==> config.mk <==
export PLATFORM = sky130hd
export DESIGN_NAME = stim_gen_flat
export DESIGN_NICKNAME = d
export VERILOG_FILES = /design/src/rtl/stim_gen_if.sv /design/src/rtl/stim_gen.sv /design/src/flat_wrapper.sv
export SDC_FILE = /design/constraint.sdc
export NUM_CORES = 1
export LEC_CHECK = 0
export ABC_AREA = 1
export CAP_MARGIN = 20
export CELL_PAD_IN_SITES_DETAIL_PLACEMENT = 2
export CELL_PAD_IN_SITES_GLOBAL_PLACEMENT = 2
export CORE_ASPECT_RATIO = 1.1
export CORE_MARGIN = 2
export CORE_UTILIZATION = 27
export DETAILED_ROUTE_END_ITERATION = 8
export GPL_TIMING_DRIVEN = 0
export PLACE_DENSITY_LB_ADDON = 0.1
export SETUP_SLACK_MARGIN = 0.4
export SLEW_MARGIN = 20
export SYNTH_ARGS = -nofsm -noshare
export SYNTH_HDL_FRONTEND = slang
export SYNTH_SLANG_ARGS = --single-unit
==> constraint.sdc <==
create_clock -name clk -period 2.53 [get_ports clk]
set_input_delay 0.253 -clock clk [delete_from_list [all_inputs] [get_ports clk]]
set_output_delay 0.253 -clock clk [all_outputs]
set_load 0.02 [all_outputs]
==> src/rtl/stim_gen_if.sv <==
// Control and operand bus between the arithmetic-bench controller and the stim_gen operand source.
interface stim_gen_if #(
  parameter int unsigned WIDTH = 32
);
  logic              i_start;
  logic              i_stop;
  logic [1:0]        i_mode;
  logic [31:0]       i_num_vec;
  logic              i_event;
  logic [WIDTH-1:0]  o_dut_ia;
  logic [WIDTH-1:0]  o_dut_ib;
  logic              o_valid;
  logic              o_busy;
  logic              o_done;
  logic              o_pass;
  logic [31:0]       o_vec_cnt;
  logic [15:0]       o_err_cnt;

  // Controller side: issues campaigns, observes operands and status.
  modport master (
    output i_start, i_stop, i_mode, i_num_vec, i_event,
    input  o_dut_ia, o_dut_ib, o_valid, o_busy, o_done, o_pass, o_vec_cnt, o_err_cnt
  );

  // Generator side.
  modport slave (
    input  i_start, i_stop, i_mode, i_num_vec, i_event,
    output o_dut_ia, o_dut_ib, o_valid, o_busy, o_done, o_pass, o_vec_cnt, o_err_cnt
  );
endinterface

==> src/rtl/stim_gen.sv <==
// Operand stimulus source: random (Galois LFSR), sweep or corner-table vector campaigns with
// mismatch-event counting over the run plus a fixed drain window.
module stim_gen #(
  parameter int unsigned WIDTH        = 32,
  parameter logic [31:0] SEED_A       = 32'h1,
  parameter logic [31:0] SEED_B       = 32'h2,
  parameter logic [31:0] POLY         = 32'hA300_0000,
  parameter int unsigned DRAIN_CYCLES = 8
) (
  input logic       clk,
  input logic       reset,
  stim_gen_if.slave bus
);

  localparam logic [WIDTH-1:0] Poly  = WIDTH'(POLY);
  localparam logic [WIDTH-1:0] SeedA = (WIDTH'(SEED_A) == '0) ? WIDTH'(1) : WIDTH'(SEED_A);
  localparam logic [WIDTH-1:0] SeedB = (WIDTH'(SEED_B) == '0) ? WIDTH'(1) : WIDTH'(SEED_B);

  typedef enum logic [1:0] {StIdle, StRun, StDrain, StDone} state_e;

  state_e           state_q, state_d;
  logic [1:0]       mode_q, mode_d;
  logic [31:0]      num_q, num_d;
  logic [31:0]      vec_cnt_q, vec_cnt_d;
  logic [15:0]      err_q, err_d;
  logic [31:0]      drain_q, drain_d;
  logic [3:0]       idx_q, idx_d;
  logic [WIDTH-1:0] a_q, a_d, b_q, b_d;
  logic [WIDTH-1:0] a_nxt, b_nxt;
  logic [3:0]       idx_nxt;
  logic             start_ok, last_vec, busy;

  function automatic logic [WIDTH-1:0] corner(input logic [1:0] i);
    logic [WIDTH-1:0] v;
    unique case (i)
      2'd0:    v = '0;
      2'd1:    v = WIDTH'(1);
      2'd2:    v = '1;
      default: v = {1'b1, {(WIDTH-1){1'b0}}};
    endcase
    return v;
  endfunction

  function automatic logic [WIDTH-1:0] lfsr(input logic [WIDTH-1:0] v);
    return {1'b0, v[WIDTH-1:1]} ^ (v[0] ? Poly : '0);
  endfunction

  assign start_ok = ((state_q == StIdle) || (state_q == StDone)) && bus.i_start;
  assign last_vec = (num_q != '0) && ((vec_cnt_q + 32'd1) == num_q);
  assign busy     = (state_q == StRun) || (state_q == StDrain);

  // Vector following the one currently presented, per latched mode.
  always_comb begin
    a_nxt   = a_q;
    b_nxt   = b_q;
    idx_nxt = idx_q + 4'd1;
    unique case (mode_q)
      2'd1: begin
        a_nxt = a_q + WIDTH'(1);
        if (&a_q) b_nxt = b_q + WIDTH'(1);
      end
      2'd2: begin
        a_nxt = corner(idx_nxt[1:0]);
        b_nxt = corner(idx_nxt[3:2]);
      end
      default: begin
        a_nxt = lfsr(a_q);
        b_nxt = lfsr(b_q);
      end
    endcase
  end

  always_comb begin
    state_d   = state_q;
    mode_d    = mode_q;
    num_d     = num_q;
    vec_cnt_d = vec_cnt_q;
    err_d     = err_q;
    drain_d   = '0;
    idx_d     = idx_q;
    a_d       = a_q;
    b_d       = b_q;

    unique case (state_q)
      StIdle, StDone: if (bus.i_start) state_d = StRun;
      StRun:          if (bus.i_stop || last_vec) state_d = StDrain;
      StDrain: begin
        if (drain_q == DRAIN_CYCLES - 1) state_d = StDone;
        else                             drain_d = drain_q + 32'd1;
      end
      default:        state_d = StIdle;
    endcase

    if (start_ok) begin
      mode_d    = bus.i_mode;
      num_d     = bus.i_num_vec;
      vec_cnt_d = '0;
      err_d     = '0;
      idx_d     = '0;
      a_d       = (bus.i_mode == 2'd1 || bus.i_mode == 2'd2) ? '0 : SeedA;
      b_d       = (bus.i_mode == 2'd1 || bus.i_mode == 2'd2) ? '0 : SeedB;
    end

    if (state_q == StRun) begin
      vec_cnt_d = vec_cnt_q + 32'd1;
      // Only advance while staying in RUN so the last issued vector is held afterwards.
      if (state_d == StRun) begin
        a_d   = a_nxt;
        b_d   = b_nxt;
        idx_d = idx_nxt;
      end
    end

    if (busy && bus.i_event && (err_q != 16'hFFFF)) err_d = err_q + 16'd1;
  end

  always_ff @(posedge clk) begin
    if (reset) begin
      state_q   <= StIdle;
      mode_q    <= '0;
      num_q     <= '0;
      vec_cnt_q <= '0;
      err_q     <= '0;
      drain_q   <= '0;
      idx_q     <= '0;
      a_q       <= '0;
      b_q       <= '0;
    end else begin
      state_q   <= state_d;
      mode_q    <= mode_d;
      num_q     <= num_d;
      vec_cnt_q <= vec_cnt_d;
      err_q     <= err_d;
      drain_q   <= drain_d;
      idx_q     <= idx_d;
      a_q       <= a_d;
      b_q       <= b_d;
    end
  end

  assign bus.o_dut_ia  = a_q;
  assign bus.o_dut_ib  = b_q;
  assign bus.o_valid   = (state_q == StRun);
  assign bus.o_busy    = busy;
  assign bus.o_done    = (state_q == StDone);
  assign bus.o_pass    = (state_q == StDone) && (err_q == '0);
  assign bus.o_vec_cnt = vec_cnt_q;
  assign bus.o_err_cnt = err_q;

endmodule

==> src/flat_wrapper.sv <==
// flat-port wrapper written by rule: the top's interface ports become plain ports
module stim_gen_flat 
#(
  parameter int unsigned WIDTH        = 32,
  parameter logic [31:0] SEED_A       = 32'h1,
  parameter logic [31:0] SEED_B       = 32'h2,
  parameter logic [31:0] POLY         = 32'hA300_0000,
  parameter int unsigned DRAIN_CYCLES = 8
)
  (clk, reset, bus_i_start, bus_i_stop, bus_i_mode, bus_i_num_vec, bus_i_event, bus_o_dut_ia, bus_o_dut_ib, bus_o_valid, bus_o_busy, bus_o_done, bus_o_pass, bus_o_vec_cnt, bus_o_err_cnt);
  stim_gen_if #(.WIDTH(WIDTH)) bus_i ();
  input logic clk;
  input logic reset;
  input wire logic [$bits(bus_i.i_start)-1:0] bus_i_start;
  input wire logic [$bits(bus_i.i_stop)-1:0] bus_i_stop;
  input wire logic [$bits(bus_i.i_mode)-1:0] bus_i_mode;
  input wire logic [$bits(bus_i.i_num_vec)-1:0] bus_i_num_vec;
  input wire logic [$bits(bus_i.i_event)-1:0] bus_i_event;
  output wire logic [$bits(bus_i.o_dut_ia)-1:0] bus_o_dut_ia;
  output wire logic [$bits(bus_i.o_dut_ib)-1:0] bus_o_dut_ib;
  output wire logic [$bits(bus_i.o_valid)-1:0] bus_o_valid;
  output wire logic [$bits(bus_i.o_busy)-1:0] bus_o_busy;
  output wire logic [$bits(bus_i.o_done)-1:0] bus_o_done;
  output wire logic [$bits(bus_i.o_pass)-1:0] bus_o_pass;
  output wire logic [$bits(bus_i.o_vec_cnt)-1:0] bus_o_vec_cnt;
  output wire logic [$bits(bus_i.o_err_cnt)-1:0] bus_o_err_cnt;
  assign bus_i.i_start = bus_i_start;
  assign bus_i.i_stop = bus_i_stop;
  assign bus_i.i_mode = bus_i_mode;
  assign bus_i.i_num_vec = bus_i_num_vec;
  assign bus_i.i_event = bus_i_event;
  assign bus_o_dut_ia = bus_i.o_dut_ia;
  assign bus_o_dut_ib = bus_i.o_dut_ib;
  assign bus_o_valid = bus_i.o_valid;
  assign bus_o_busy = bus_i.o_busy;
  assign bus_o_done = bus_i.o_done;
  assign bus_o_pass = bus_i.o_pass;
  assign bus_o_vec_cnt = bus_i.o_vec_cnt;
  assign bus_o_err_cnt = bus_i.o_err_cnt;
  stim_gen #(.WIDTH(WIDTH), .SEED_A(SEED_A), .SEED_B(SEED_B), .POLY(POLY), .DRAIN_CYCLES(DRAIN_CYCLES)) u_core (.clk(clk), .reset(reset), .bus(bus_i));
endmodule
---- Word-level counts from Yosys, hierarchy flattened ----
Index checks and enable logic that the tools add are counted.
word-level totals
  register bits after elaboration ......... 184
  input bits .............................. 39
  word-level logic and storage cells ...... 79
  output and inout bits ................... 116
operators by class
  add/subtract/negate cells ............... 6
  mux-type cells .......................... 26
  reduce and logical (&&, ||, !) cells .... 19
  eq/ne operators ......................... 16
  bitwise gates (word level) .............. 3
operators with widths
  kind                                                    count
  2-to-1 mux 32 bit                                       11
  one-hot mux 32 bit (3 select lines)                     2
  adder 32 x 1 -> 32 bit (second input constant)          4
  one-hot mux 32 bit (2 select lines)                     2
  XOR 31 x 32 -> 32 bit                                   2
  equality test 32 x 3 -> 1 bit (second input constant)   1
  equality test 32 bit                                    1
  2-to-1 mux 16 bit                                       2
  AND reduction 32 bit                                    1
  nonzero test 32 bit                                     1
  adder 16 x 1 -> 16 bit (second input constant)          1
  zero test 16 bit                                        1
  inequality test 16 bit (second input constant)          1
  equality test 2 x 1 -> 1 bit (second input constant)    6
  equality test 2 bit (second input constant)             6
  2-to-1 mux 4 bit                                        3
  2-to-1 mux 2 bit                                        4
  zero test 2 bit                                         3
  one-hot mux 2 bit (3 select lines)                      1
  logical AND 1 bit                                       5
  adder 4 x 1 -> 4 bit (second input constant)            1
  logical OR 1 bit                                        4
  inequality test 4 x 3 -> 1 bit (second input constant)  1
  nonzero test 2 bit                                      2
  other kinds (4)                                         4

---- Longest topological paths before layout ----
  depth in word-level cells ............... 9
  gate-level depth with buffers ........... 24
  depth with buffers taken out ............ 23

---- Least setup slack after synthesis ----
Ideal clock, no wire load.
  path kind ............................... register to register
  start ................................... register u_core.vec_cnt_q[1] (netlist: u_core.bus.o_vec_cnt[1])
  end ..................................... register u_core.idx_q[1]
  arrival ................................. 2.674 ns
  required time ........................... 2.414 ns
  setup time .............................. 0.116 ns
  slack ................................... -0.259 ns
  cell stages (with the launch flop) ...... 23
  path through ............................ dfxtp_1 ha_1 nand2_2 nor2_4 nand2_4 nor2_8 nand3_1 nand3_1 nand2_1 nor2_1 nand2_1 nor2_1 nand3_2 nand3_1 nand2_1 nand2_1 nand2_2 nand2_2 nor2_4 buf_6 buf_6 a21oi_1 nor2_1
on the way
  longest elaborated chain between the ends .. 9
ends and longest elaborated chain
  item                                line             RTL
  from (decl)                         stim_gen.sv:24   logic [31:0] vec_cnt_q, vec_cnt_d;
  from (signal assigned)              stim_gen.sv:132  vec_cnt_q <= vec_cnt_d;
  adder 32 x 1 -> 32 bit              stim_gen.sv:49   assign last_vec = (num_q != '0) && ((vec_cnt_q + 32'd1) == num_q);
  equality test 32 bit                stim_gen.sv:49
  logical AND 1 bit                   stim_gen.sv:49
  logical OR 1 bit                    stim_gen.sv:86   StRun: if (bus.i_stop || last_vec) state_d = StDrain;
  2-to-1 mux 2 bit                    stim_gen.sv:86
  one-hot mux 2 bit (3 select lines)  stim_gen.sv:84   unique case (state_q)
  equality test 2 x 1 -> 1 bit        stim_gen.sv:107  if (state_d == StRun) begin
  2-to-1 mux 4 bit                    stim_gen.sv:107
  2-to-1 mux 4 bit                    stim_gen.sv:104  if (state_q == StRun) begin
  to (signal assigned)                stim_gen.sv:135  idx_q <= idx_d;
  to (decl)                           stim_gen.sv:27   logic [3:0] idx_q, idx_d;
No other way between the ends.
A chain may end at the register's enable or synchronous reset.

---- Final worst setup path ----
  start ................................... register u_core.vec_cnt_q[1] (netlist: u_core.bus.o_vec_cnt[1])
  end ..................................... register u_core.b_q[4] (netlist: u_core.bus.o_dut_ib[4])
on the way
  longest elaborated chain between the ends .. 9
ends and longest elaborated chain
  item                                  line             RTL
  adder 32 x 1 -> 32 bit *              stim_gen.sv:49
  equality test 32 bit *                stim_gen.sv:49
  logical AND 1 bit *                   stim_gen.sv:49
  logical OR 1 bit *                    stim_gen.sv:86
  2-to-1 mux 2 bit *                    stim_gen.sv:86
  one-hot mux 2 bit (3 select lines) *  stim_gen.sv:84
  equality test 2 x 1 -> 1 bit *        stim_gen.sv:107
  2-to-1 mux 32 bit                     stim_gen.sv:107
  2-to-1 mux 32 bit                     stim_gen.sv:104
  to (signal assigned)                  stim_gen.sv:127  b_q <= '0;
  to (signal assigned)                  stim_gen.sv:137  b_q <= b_d;
  to (decl)                             stim_gen.sv:28   logic [WIDTH-1:0] a_q, a_d, b_q, b_d;
Every way passes the cells marked *; elsewhere a longest branch is shown, timed or not.

==> out/metrics.cfg <==
[critical_path]
cp_max_fo = 10
cp.arrival_ns = 3.62
slowest_stage = dfxtp_4
critical_path_required_ns = 2.95
setup.worst_path.end_class = flop
crit_path_max_incr_delay_ns = 0.39
crit_type = flop to flop
r2r_slack_ns = -0.66
worstReg2RegStart = u_core.bus.o_vec_cnt[1]
cp-start-kind = flop
r2r-end = u_core.bus.o_dut_ib[4]
critPathMostFrequentCell = nand3_2
r2r_cells = 22
cp_cell_sequence = ha_4 -> nand2_4 -> nor2_4 -> nand2_4 -> nor2_8 -> nand2_2 -> nand2_2 -> nand3_2 -> nand2_1 -> nor2_1 -> nand2_1 -> nor2_2 -> nand3_4 -> nand3_2 -> nand2_2 -> nand3_2 -> buf_6 -> nor2_4 -> buf_12 -> buf_12 -> nand3_2 -> a21oi_2

[finish]
drive_gt1_share_pct = 17.3
fillers = 5454
diodes = 0
area_growth_pct = 37.5
fin_util_pct = 37.4
fin_nets = 2325

[clock_tree]
cts_tree = yes
ctsHtreeMaxLevel = 4
path_clk_slew_ns = 0.08
cts_sinks = 184
cts.path.max_buffers = 2
cts_hold_buf = 0
cts-root-buf = clkbuf_16
clk_latency_ns = 0.51
numCtsBuffers = 17

[pwr]
leakage_uw = 0.00614
power_density_nw_per_um2 = 559
pwr-share-clk_pct = 30.1
pwr-share-comb_pct = 34.2
ir_worst_vdd_mv = 0.516
seqPwrFrac_pct = 35.7
p_sw_share_pct = 39.9
power.switching_uw = 3770
p_int_uw = 5690

[yosys]
avgSynthCellArea_um2 = 6.09
synth.distinct_cells = 46
netlist_area_um2 = 12300
ys_seq_area_share_pct = 29.9
ys_warn_count = 0
ys_seq_elements = 184
syn_inst = 2020
synth.net_count = 2075
synth_edf_count = 0
synthFlopType = dfxtp_1
synthArstFlopShare_pct = 0

[worst_hold_path]
min_path_cells = 3
hold-path-endpoint = u_core.num_q[10]
hold_start = bus_i_num_vec[10]
min_path_type = primary input to flop

[grt]
grt_max_degree = 18
grt-ovfl-total = 0
antenna_found_initial = 1
track_usage_pct = 24.0
grt_first_pass_wirelength_mm = 89.6
first_global_vias = 15700

[detailed_routing]
viasPerCell = 5.15
dr.pass1.iters = 5
wl_per_cell_um = 20.3
drcViolationCount = 0
ant_nets = 0
via_count = 14800
routed_wl_mm = 58.2
drtIter0Drc = 562

[outcome]
violations = setup timing
outcome = finished with violations

[place]
hpwl_mm = 43.2
globalplace.congestion = 0.876
io_buffers = 154
dp_slack_ns = -1.17

[timing]
layout_setup_ws_ns = -0.664
clock.fmax_mhz = 313
final_max_slew_viol_count = 0
period_minus_slack_ns = 3.19
rsz0062_at_grt = true
hold_violations = 0
holdWs_ns = 0.397
relSlewSlack_pct = 38.1
setup_viol = 71
tightestPinTransition_ns = 0.929
finalClockSkew_ns = 0.0162
min_period_over_period_pct = 126

[floorplan]
fp.dieW_um = 208
row_count = 82
core_region_area_um2 = 45200
io_pins = 155
dieArea_um2 = 47300
die_y_um = 228
start_util_pct = 27.2

[flow_run]
maxCapViolations = 0

## cells in the mapped netlist, types with 4 or more instances
cell type  count  area, um^2
nand2_1      540        2030
inv_1        235         882
nand3_1      205        1030
a21oi_1      199         996
nor2_1       191         717
dfxtp_1      184        3680
o21ai_0      111         556
clkbuf_1      59         221
nor3_1        41         205
nand4_1       36         225
nor4_1        29         181
a22oi_1       27         203
o211ai_1      21         158
xor2_1        17         149
ha_1          16         200
or2_2         11        68.8
nand2_2       10        62.6
buf_1          9        33.8
buf_2          8        40.0
buf_6          8        90.1
nor2_4         8        90.1
xnor2_1        6        52.6
o31ai_1        5        37.5
nand3_2        4        40.0
## power by group through the flow
| stage | sequential (uW) | clock, uW | combinational (uW) |
|---|---|---|---|
| 2_1_floorplan | 3490 | 0 | 1560 |
| 3_3_place_gp | 3460 | 0 | 2750 |
| 3_5_place_dp | 3460 | 0 | 2810 |
| 4_1_cts | 3380 | 2950 | 3030 |
| 5_1_grt | 3420 | 3040 | 3540 |
| 6_report | 3380 | 2850 | 3230 |
## kinds of logic after synthesis
kind of cell | after synthesis | share of synthesized area [%]
AO/OA/AOI/OAI | 381 | 17.0
adder cells (fa/ha/maj) | 16 | 1.63
XOR/XNOR | 26 | 2.19
buffers and inverters | 325 | 10.5
flip-flops | 184 | 29.9
AND/OR/NAND/NOR | 1088 | 38.7
## routing by layer
layer	vias to the layer above	global-route usage, %	part of all wire (%)
met5	-	0	0
met4	0	7.43	2.1
met3	59	3.92	2.3
met2	186	41.5	50
met1	7394	30.3	46
li1	7156	-	-
## metrics by stage
step	total power (uW)	std cells	TNS, ns	area, um^2
finish	9460	2871	-41.68	16900
floorplan	5060	2020	-1.62	12500
detailed placement	6270	2762	-91.37	14700
global route	9990	2871	-54.45	16900
CTS	9360	2826	-38.27	16000
global placement	6200	2762	-79.13	14700
## placed cells by master, fill, tap and decap left out, drive strengths merged, types with 36 or more instances in the layout
| cell | count |
|---|---|
| nand2 | 551 |
| inv | 244 |
| nand3 | 209 |
| nor2 | 202 |
| a21oi | 199 |
| dfxtp | 184 |
| clkdlybuf4s50 | 152 |
| o21ai | 112 |
| buf | 102 |
| clkbuf | 81 |
| nor3 | 41 |
| nand4 | 36 |
## flip-flops by register name (all words and copies together), names as in the netlist
name	count
u_core.mode_q	2
u_core.num_q	32
u_core.idx_q	4
u_core.bus.o_vec_cnt	32
u_core.bus.o_err_cnt	16
u_core.bus.o_dut_ia	32
u_core.state_q	2
u_core.drain_q	32
u_core.bus.o_dut_ib	32
## worst max-delay path by stage
stage | start | depth (start not counted) | slack (ns) | end
after CTS | u_core.bus.o_vec_cnt[0] | 22 | -0.61 | u_core.bus.o_dut_ib[8]
after global routing | u_core.bus.o_vec_cnt[1] | 22 | -0.84 | u_core.bus.o_dut_ia[31]
after global placement | u_core.bus.o_dut_ia[0] | 16 | -1.01 | u_core.bus.o_dut_ib[29]
final | u_core.bus.o_vec_cnt[1] | 22 | -0.66 | u_core.bus.o_dut_ib[4]
after floorplan | u_core.bus.o_vec_cnt[0] | 23 | -0.04 | u_core.idx_q[1]
after detailed placement | u_core.bus.o_dut_ia[0] | 16 | -1.17 | u_core.bus.o_dut_ib[23]
## critical path, delay by kind of cell (launching register included)
kind / cells / cell delay [ns]
AND/OR/NAND/NOR: 17 / 1.89
flip-flops: 1 / 0.39
AO/OA/AOI/OAI: 1 / 0.16
buffers and inverters: 3 / 0.49
adder cells (fa/ha/maj): 1 / 0.17
## cell type report
class / instances / area, um^2 / share of cell area (%)
buffer: 86 / 594 / 3.51
clock buffer: 18 / 439 / 2.60
clock inverter: 14 / 138 / 0.813
inverter: 239 / 897 / 5.30
multi-input combinational: 1511 / 8090 / 47.8
sequential: 184 / 3780 / 22.3
tap: 588 / 736 / 4.35
timing repair buffer: 231 / 2240 / 13.3
## repair_timing
action                                 CTS  global route
resized for setup                      126           187
setup endpoints to repair              181           182
endpoints found under the hold margin    0             0
pin swaps                               16            48
buffers inserted                        31            42
gates cloned                             1             3
No activity file was read; power rests on OpenSTA's default activity.
